===== src/rtl/show_text_box.sv =====
// Multi-line text box renderer for the VGA overlay: writable character buffer,
// SCALE x SCALE glyph magnification and a blinking block cursor.

module characters (
  input  logic [7:0] code,
  input  logic [2:0] col,
  input  logic [2:0] row,
  output logic       pixel
);
  logic [4:0] bits;

  // 5x8 glyphs, bit 4 is the leftmost column; column 5 is always blank
  always_comb begin
    bits = 5'b00000;
    case (code)
      8'h41: begin
        case (row)
          3'd0:                  bits = 5'b01110;
          3'd3:                  bits = 5'b11111;
          3'd7:                  bits = 5'b00000;
          default:               bits = 5'b10001;
        endcase
      end
      8'h42: begin
        case (row)
          3'd0, 3'd3, 3'd6:      bits = 5'b11110;
          3'd7:                  bits = 5'b00000;
          default:               bits = 5'b10001;
        endcase
      end
      8'h30: begin
        case (row)
          3'd0, 3'd6:            bits = 5'b01110;
          3'd2:                  bits = 5'b10011;
          3'd3:                  bits = 5'b10101;
          3'd4:                  bits = 5'b11001;
          3'd7:                  bits = 5'b00000;
          default:               bits = 5'b10001;
        endcase
      end
      default:                   bits = 5'b00000;
    endcase
    pixel = (col < 3'd5) ? bits[3'd4 - col] : 1'b0;
  end
endmodule

module show_text_box #(
  parameter logic [10:0] CHAR_X_LOC         = 11'd70,
  parameter logic [10:0] CHAR_Y_LOC         = 11'd150,
  parameter int          SCALE              = 3,
  parameter int          MAX_CHARACTER_LINE = 16,
  parameter int          MAX_NUMBER_LINES   = 2,
  parameter int          BLINK_FRAMES       = 30,
  localparam int         DEPTH              = MAX_CHARACTER_LINE * MAX_NUMBER_LINES,
  localparam int         AW                 = (DEPTH > 1) ? $clog2(DEPTH) : 1
) (
  input  logic          clk,
  input  logic          rst,
  input  logic [10:0]   hc_visible,
  input  logic [10:0]   vc_visible,
  input  logic          frame_start,
  input  logic          wr_en,
  input  logic [AW-1:0] wr_addr,
  input  logic [7:0]    wr_data,
  output logic          wr_ready,
  input  logic          cursor_en,
  input  logic [AW-1:0] cursor_pos,
  output logic          in_square,
  output logic          in_character
);
  localparam int BOX_W = 6 * MAX_CHARACTER_LINE * SCALE + SCALE;
  localparam int BOX_H = 8 * MAX_NUMBER_LINES * SCALE + SCALE;
  localparam int SW    = (SCALE > 1) ? $clog2(SCALE) : 1;
  localparam int CW    = (MAX_CHARACTER_LINE > 1) ? $clog2(MAX_CHARACTER_LINE) : 1;
  localparam int LW    = (MAX_NUMBER_LINES > 1) ? $clog2(MAX_NUMBER_LINES) : 1;
  localparam int BW    = (BLINK_FRAMES > 1) ? $clog2(BLINK_FRAMES) : 1;
  localparam logic [11:0] X_END  = {1'b0, CHAR_X_LOC} + 12'(BOX_W);
  localparam logic [11:0] Y_END  = {1'b0, CHAR_Y_LOC} + 12'(BOX_H);
  localparam logic [10:0] X_LAST = 11'(X_END - 12'd1);

  typedef enum logic {S_CLEAR, S_IDLE} state_t;

  state_t          state, state_nxt;
  logic [AW-1:0]   clr_ptr, clr_ptr_nxt;
  logic            mem_we;
  logic [AW-1:0]   mem_waddr;
  logic [7:0]      mem_wdata;
  logic [7:0]      text_mem [DEPTH];

  logic [BW-1:0]   fcnt;
  logic            blink;

  logic            h_mar_r, h_mar_p0;
  logic [SW-1:0]   h_sub_r, h_sub_p0;
  logic [2:0]      h_gx_r, h_gx_p0;
  logic [CW-1:0]   h_cell_r, h_cell_p0;
  logic            v_mar_r, v_mar_p0;
  logic [SW-1:0]   v_sub_r, v_sub_p0;
  logic [2:0]      v_gy_r, v_gy_p0;
  logic [LW-1:0]   v_line_r, v_line_p0;

  logic            inbox_x_p0, inbox_y_p0, inbox_p0, text_p0, v_adv_p0;
  logic [AW-1:0]   rd_idx_p0;
  logic            pix_p0, cur_p0;
  logic            in_square_p1, in_character_p1;

  always_ff @(posedge clk) begin
    if (rst) begin
      state   <= S_CLEAR;
      clr_ptr <= '0;
    end else begin
      state   <= state_nxt;
      clr_ptr <= clr_ptr_nxt;
    end
  end

  always_comb begin
    state_nxt   = state;
    clr_ptr_nxt = clr_ptr;
    mem_we      = 1'b0;
    mem_waddr   = wr_addr;
    mem_wdata   = wr_data;
    wr_ready    = 1'b0;
    case (state)
      S_CLEAR: begin
        mem_we      = 1'b1;
        mem_waddr   = clr_ptr;
        mem_wdata   = 8'h20;
        clr_ptr_nxt = clr_ptr + 1'b1;
        if (int'(clr_ptr) == DEPTH - 1) state_nxt = S_IDLE;
      end
      default: begin
        wr_ready = 1'b1;
        if (wr_en && (int'(wr_addr) < DEPTH)) mem_we = 1'b1;
      end
    endcase
  end

  // Asynchronous read gives read-before-write against the edge-triggered write
  always_ff @(posedge clk) begin
    if (mem_we) text_mem[mem_waddr] <= mem_wdata;
  end

  always_ff @(posedge clk) begin
    if (rst) begin
      fcnt  <= '0;
      blink <= 1'b1;
    end else if (frame_start) begin
      if (int'(fcnt) == BLINK_FRAMES - 1) begin
        fcnt  <= '0;
        blink <= ~blink;
      end else begin
        fcnt <= fcnt + 1'b1;
      end
    end
  end

  // Stage p0: counters restart on the box's first column/row, else follow the registered prediction
  always_comb begin
    h_mar_p0  = h_mar_r;
    h_sub_p0  = h_sub_r;
    h_gx_p0   = h_gx_r;
    h_cell_p0 = h_cell_r;
    if (hc_visible == CHAR_X_LOC) begin
      h_mar_p0  = 1'b1;
      h_sub_p0  = '0;
      h_gx_p0   = '0;
      h_cell_p0 = '0;
    end
    v_mar_p0  = v_mar_r;
    v_sub_p0  = v_sub_r;
    v_gy_p0   = v_gy_r;
    v_line_p0 = v_line_r;
    if (vc_visible == CHAR_Y_LOC) begin
      v_mar_p0  = 1'b1;
      v_sub_p0  = '0;
      v_gy_p0   = '0;
      v_line_p0 = '0;
    end
  end

  always_ff @(posedge clk) begin
    h_mar_r  <= h_mar_p0;
    h_sub_r  <= h_sub_p0 + 1'b1;
    h_gx_r   <= h_gx_p0;
    h_cell_r <= h_cell_p0;
    if (int'(h_sub_p0) == SCALE - 1) begin
      h_sub_r <= '0;
      if (h_mar_p0) begin
        h_mar_r  <= 1'b0;
        h_gx_r   <= '0;
        h_cell_r <= '0;
      end else if (h_gx_p0 == 3'd5) begin
        h_gx_r <= '0;
        if (int'(h_cell_p0) != MAX_CHARACTER_LINE - 1) h_cell_r <= h_cell_p0 + 1'b1;
      end else begin
        h_gx_r <= h_gx_p0 + 3'd1;
      end
    end
  end

  always_ff @(posedge clk) begin
    if (v_adv_p0) begin
      v_mar_r  <= v_mar_p0;
      v_sub_r  <= v_sub_p0 + 1'b1;
      v_gy_r   <= v_gy_p0;
      v_line_r <= v_line_p0;
      if (int'(v_sub_p0) == SCALE - 1) begin
        v_sub_r <= '0;
        if (v_mar_p0) begin
          v_mar_r  <= 1'b0;
          v_gy_r   <= '0;
          v_line_r <= '0;
        end else begin
          v_gy_r <= v_gy_p0 + 3'd1;
          if (v_gy_p0 == 3'd7 && int'(v_line_p0) != MAX_NUMBER_LINES - 1)
            v_line_r <= v_line_p0 + 1'b1;
        end
      end
    end
  end

  assign inbox_x_p0 = (hc_visible >= CHAR_X_LOC) && ({1'b0, hc_visible} < X_END);
  assign inbox_y_p0 = (vc_visible >= CHAR_Y_LOC) && ({1'b0, vc_visible} < Y_END);
  assign inbox_p0   = inbox_x_p0 && inbox_y_p0;
  assign v_adv_p0   = inbox_y_p0 && (hc_visible == X_LAST);
  assign text_p0    = inbox_p0 && !h_mar_p0 && !v_mar_p0;
  assign rd_idx_p0  = AW'(int'(v_line_p0) * MAX_CHARACTER_LINE + int'(h_cell_p0));
  assign cur_p0     = cursor_en && blink && (rd_idx_p0 == cursor_pos);

  characters u_glyph (
    .code  (text_mem[rd_idx_p0]),
    .col   (h_gx_p0),
    .row   (v_gy_p0),
    .pixel (pix_p0)
  );

  // Stage p1: registered outputs for the colour mux
  always_ff @(posedge clk) begin
    if (rst) begin
      in_square_p1    <= 1'b0;
      in_character_p1 <= 1'b0;
    end else begin
      in_square_p1    <= inbox_p0;
      in_character_p1 <= text_p0 && (h_gx_p0 != 3'd5) && (pix_p0 ^ cur_p0);
    end
  end

  assign in_square    = in_square_p1;
  assign in_character = in_character_p1;
endmodule


===== config.mk =====
export PLATFORM = sky130hd
export DESIGN_NAME = show_text_box
export DESIGN_NICKNAME = d
export VERILOG_FILES = /design/src/rtl/show_text_box.sv
export SDC_FILE = /design/constraint.sdc
export NUM_CORES = 1
export LEC_CHECK = 0
export CAP_MARGIN = 20
export CORE_MARGIN = 3
export CORE_UTILIZATION = 50
export DETAILED_ROUTE_END_ITERATION = 6
export PLACE_DENSITY = 0.68
export SYNTH_ARGS = -nofsm -noshare
export SYNTH_HDL_FRONTEND = slang
export SYNTH_SLANG_ARGS = --single-unit

===== constraint.sdc =====
create_clock -name clk -period 6.3 [get_ports clk]
set_input_delay 1.26 -clock clk [delete_from_list [all_inputs] [get_ports clk]]
set_output_delay 1.26 -clock clk [all_outputs]
set_load 0.01 [all_outputs]

# Yosys cells after proc, flatten, opt, wreduce, memory -nomap -nowiden

Memory sizes are Yosys's and may differ from the RTL's.
Cells that the tools add are included.
Widths: inputs -> output; s select.

Bits in registers: 31
RAM bits: 256
Bits of input ports: 45
Output and inout bits: 3
Logic and storage cells: 107
Memories kept: 1

Add/subtract/negate cells: 10
$lt $le $gt $ge: 6
Equality and inequality tests: 19
Muxes and demuxes: 37
Bitwise logic cells: 3
Reduce and logical (&&, ||, !) cells: 17

Memories:

| memory   | depth | bits a word | read ports | clocked after memory_dff | write ports | RTL line | RTL |
|---|---|---|---|---|---|---|---|
| text_mem | 32    | 8           | 1          | 0                        | 1           | 88       | `logic [7:0] text_mem [DEPTH];` |

Operators by type and width:

| operator            | count |
|---|---|
| $pmux 5 s3          | 2 |
| $pmux 5 s5          | 1 |
| $mux 3              | 7 |
| $mux 4              | 5 |
| $eq 8x7->1 const B  | 2 |
| $mux 1              | 15 |
| $eq 3x3->1 const B  | 4 |
| $eq 11x7->1 const B | 1 |
| $eq 11x8->1 const B | 1 |
| $eq 11x9->1 const B | 1 |
| $ge 11x7->1 const B | 1 |
| $ge 11x8->1 const B | 1 |
| $logic_and 1x1->1   | 11 |
| $lt 11x8->1 const B | 1 |
| $lt 11x9->1 const B | 1 |
| $add 5x1->5 const B | 2 |
| $mux 5              | 2 |
| $pmux 5 s2          | 1 |
| $eq 8x6->1 const B  | 1 |
| $mux 8              | 1 |
| $add 3x1->3 const B | 2 |
| $eq 3x2->1 const B  | 2 |
| $add 5x4->5         | 1 |
| $eq 5x1->1 const B  | 1 |
| other kinds (20)    | 25 |

# Longest topological paths before layout

Depth in word-level cells: 11
Depth in mapped cells: 17
Depth with buffers taken out: 15

# Modules after synthesis

A second synthesis with hierarchy kept.

Cells, all modules: 954
Area total of the unflattened synthesis: 12,943.7 µm²

Modules (own cells, without submodules):

| module        | times used | cells each | area an instance (µm²) | sequential area each (µm²) |
|---|---|---|---|---|
| show_text_box | 1          | 909        | 12,638.4               | 8,378.0 |
| characters    | 1          | 45         | 305.3                  | 0.0 |

# Worst setup path after synthesis

No wires, ideal clock.

Path kind: input to register
Start point: input vc_visible[9]
End point: register in_character_p1 (netlist: in_character)
Library setup time: 117 ps
Arrival: 4,784 ps
Required time: 6,183 ps
Path slack: 1,399 ps
Cell stages on the path: 16
Buffers on the path: 1
Cell sequence: or4b_1 > or3_1 > clkbuf_1 > nand2_1 > inv_1 > ha_1 > ha_1 > a221oi_1 > mux2_2 > o22a_1 > or4_1 > o22ai_1 > mux2_2 > o221ai_2 > xnor2_1 > and4b_1

Longest elaborated chain between the ends: 11
Elaborated cells between the ends (all ways): 36
Those cells by class: add/sub (1); order compare (2); eq/ne (10); mux (10); bitwise (1); reduce/logical (11); memory (1)

Ends and longest elaborated chain:

| element                                    | RTL line | RTL |
|---|---|---|
| from (decl)                                | 60       | `input logic [10:0] vc_visible,` |
| $eq 11x8->1                                | 174      | `if (vc_visible == CHAR_Y_LOC) begin` |
| $mux 1 / $mux 3 (equally long branches)    | 174      |  |
| $add 5x4->5, or another cell as far along  | 228      | `assign rd_idx_p0 = AW'(int'(v_line_p0) * MAX_CHARACTER_LINE + int'(h_cell_p0));` |
| $mem_v2 32x8, or another cell as far along | n/a      |  |
| $eq 8x6->1, or another cell as far along   | 15       | `case (code)` |
| $pmux 5 s3                                 | 15       |  |
| $bmux 1 s3                                 | 43       | `pixel = (col < 3'd5) ? bits[3'd4 - col] : 1'b0;` |
| $mux 1 (not written as such)               | 43       |  |
| $mux 1                                     | 43       |  |
| $xor 1x1->1                                | 245      | `in_character_p1 <= text_p0 && (h_gx_p0 != 3'd5) && (pix_p0 ^ cur_p0);` |
| $logic_and 1x1->1 *                        | 245      |  |
| to (signal assigned)                       | 245      |  |
| to (decl)                                  | 105      | `logic in_square_p1, in_character_p1;` |

Every way passes the cells marked *; elsewhere a longest branch is shown, timed or not. The select of a mux whose other input is x is not followed.
A chain may end at the register's enable or synchronous reset.

# Worst setup path in the final report

Start point: input vc_visible[4]
End point: register in_character_p1 (netlist: in_character)

The elaborated chain is that of the path after synthesis.

==> metrics.txt <==
largest net degree at the start of global routing=50; post-synth top area share=64.47%; Max Root-Sink Buffers=3; Slew Viols, Final=0; VDD IR max=0.0002691 V; drt pass-1 iters=5; synthesized area=12,250 µm²; H-Tree Depth=1; worst skew pair latency=0.55 ns; grt total ovfl=0; vias=7,470; fin crit period=5.042 ns; CTS tree=yes; Main synth FF type=edfxtp_1; grt met3 use=4.349%; CTS Sinks=287; share of flip-flops with an asynchronous set or reset=0%; PortBufs=47; drt wl/cell=23.12 µm; top post-synthesis cells by area=edfxtp_1 (64%), mux4_2 (5.0%), dfxtp_1 (3.9%); FF-to-FF setup slack=2.26 ns; Post-DP HPWL=18.05 mm; setup TNS=0 ns; I/O Pins=48; hold_buf cts=0; power per cell area=336.9 nW/µm²; synthesized flop and latch total=287; Worst Path Max Fanout=6; outcome=finished, final reports clean; leak pwr=0.004543 µW; fmax=0.1983 GHz; cell taking the most area after synthesis=edfxtp_1; ANT nets after route=0; required time of the critical path=6.74 ns; Initial Util=51.57%; most frequent cells in the layout=edfxtp_1 (263), nor2_1 (95), clkdlybuf4s50_1 (47); vias in the first global route=7,198; Resize count post-CTS=0; Crit Path Class=primary input to register; Arr. time, crit path=5.48 ns; unrepaired setup endpoints after global routing=no; routed wire length=28.47 mm; Most Crowded Layer GR=met2; die height=162.5 µm; hold violation count in the final report=0; # fillers=1,801; Yosys cell types=74; GRT Util Overall=21.52%; Layout Skew=0.01717 ns; Critical Path Max Stage Delay=0.52 ns; Post-synth EDFFs=263; Setup Fix Bufs, Post-CTS=0; Iter 0 DRT Violations=820; Post-Synthesis Cells=835; die area=26,410 µm²; Final period util=80.04%; ANT cells=0; Mean Syn Cell Area=14.67 µm²; global-route wire length before repair=43.20 mm; share of layout cells above drive strength 1=12.61%; hold crit path type=register to register; core area=23,750 µm²; CTS clock-pin slew for the worst setup and hold paths=0.06 ns; CTS root buf=clkbuf_16; vias per cell=6.068; Num CTS Buffers=30; syn_nets=896; worst slew pin tran=1.040 ns; final net count=949; die span in x=162.5 µm; row count=56; most common cell after layout, fill and taps aside=edfxtp_1; WHS=0.4302 ns; met1 Usage GRT=29.63%; number of max-cap violations=0; initial antenna violation count=0; # DRC=0; Setup crit end kind=register; met2 Use GR=35.46%; Worst path slowest cell=or3b_2; Synth Warn #=0; P&R area growth vs syn=14.45%; Final GP Congestion=0.8535; setup violators final=0; sequential share of the synthesized area=68.40%; slew margin rel.=30.10%; worst path cell trace=clkdlybuf4s50_1, or3b_2, or3_1, nand2_1, inv_1, ha_1, ha_1, a221oi_1, mux2_2, o22a_1, or4_1, o22ai_1, mux2_2, o221ai_2, xnor2_1, and4b_1; Startpoint Class=primary input
==> through the flow <==
stage	power (µW)	worst slack [ns]	util, %	cells	instance area [µm²]
finish	4724	1.258	59.02	1231	14020
global route	4908	1.027	59.02	1231	14020
CTS	4741	1.289	59.02	1231	14020
detailed placement	3045	0.7356	55.01	1175	13070
global placement	3036	0.7927	55.01	1175	13070
floorplan	2779	1.399	-	835	12250
==> cell usage after synthesis (5+ instances only) <==
| library cell | number |
|---|---|
| edfxtp_1 | 263 |
| nor2_1 | 95 |
| nand2_1 | 41 |
| a21oi_1 | 29 |
| mux4_2 | 27 |
| clkbuf_1 | 26 |
| dfxtp_1 | 24 |
| mux2i_1 | 23 |
| nor3_1 | 22 |
| o21ai_0 | 22 |
| a211oi_1 | 16 |
| ha_1 | 16 |
| inv_1 | 13 |
| nand3_1 | 13 |
| mux2_2 | 12 |
| and2_1 | 11 |
| buf_2 | 11 |
| o221ai_1 | 9 |
| or3_1 | 9 |
| xnor2_1 | 9 |
| nor2b_1 | 8 |
| o22ai_1 | 8 |
| o31ai_1 | 8 |
| a31oi_1 | 7 |
| nand2b_1 | 7 |
| xor2_1 | 7 |
| a221oi_1 | 5 |
==> area by class of cell <==
cell class	instances	area, µm²	area share (%)
flip-flops and latches	287	8384	59.80
multi-input cells	490	3628	25.88
clock buffers	40	809.5	5.774
repair buffers	64	598.1	4.266
well taps	319	399.1	2.847
clock inverters	16	143.9	1.026
inverters	15	56.30	0.4016
==> flip-flops by register name, indices dropped and copies added (netlist names), 2 cells and up <==
signal	cells
h_sub_r	2
v_gy_r	3
h_cell_r	4
h_gx_r	3
v_sub_r	2
fcnt	5
text_mem	256
clr_ptr	5
==> power breakdown <==
part | total (µW) | internal [µW] | switching (µW)
clock network | 1710 | 1020 | 690
registers | 2200 | 2100 | 99.1
logic | 820 | 342 | 478
total | 4720 | 3460 | 1270
==> kinds of logic (layout without fill, tap and decap cells) <==
kind of cell | count (synthesis) | in the layout | share of synthesized area (%)
compound gates | 157 | 157 | 9.418
xor+xnor | 16 | 16 | 1.144
fa+ha+maj | 17 | 17 | 1.726
buf+inv | 58 | 135 | 1.982
flops | 287 | 287 | 68.40
mux | 62 | 62 | 7.947
simple gates | 238 | 238 | 9.387
==> path summary, 6_finish.rpt <==
| kind | to | depth (start not counted) | start |
|---|---|---|---|
| worst min register to register | h_sub_r[0]$_SDFF_PN0_ | 1 | h_sub_r[0]$_SDFF_PN0_ |
| worst min-delay path | h_sub_r[0]$_SDFF_PN0_ | 1 | h_sub_r[0]$_SDFF_PN0_ |
| worst max register to register | in_character$_SDFF_PP0_ | 12 | h_cell_r[2]$_DFF_P_ |
| worst max-delay path | in_character$_SDFF_PP0_ | 16 | vc_visible[4] |
==> worst max-delay path, delay by kind of cell <==
family | cells | cell delay [ns]
muxes | 2 | 0.55
and+or+nand+nor | 5 | 1.75
xor gates and xnor gates | 1 | 0.15
adders and majority gates | 2 | 0.47
AOI/OAI and AO/OA | 4 | 0.71
buffers and inverters | 2 | 0.58
==> routing by layer <==
metal	share of wire, %	vias up
met2	48	320
li1	-	3376
met3	7.8	59
met4	2.6	0
met1	41	3715
met5	0	-
Power figures use the tool's default switching activity.
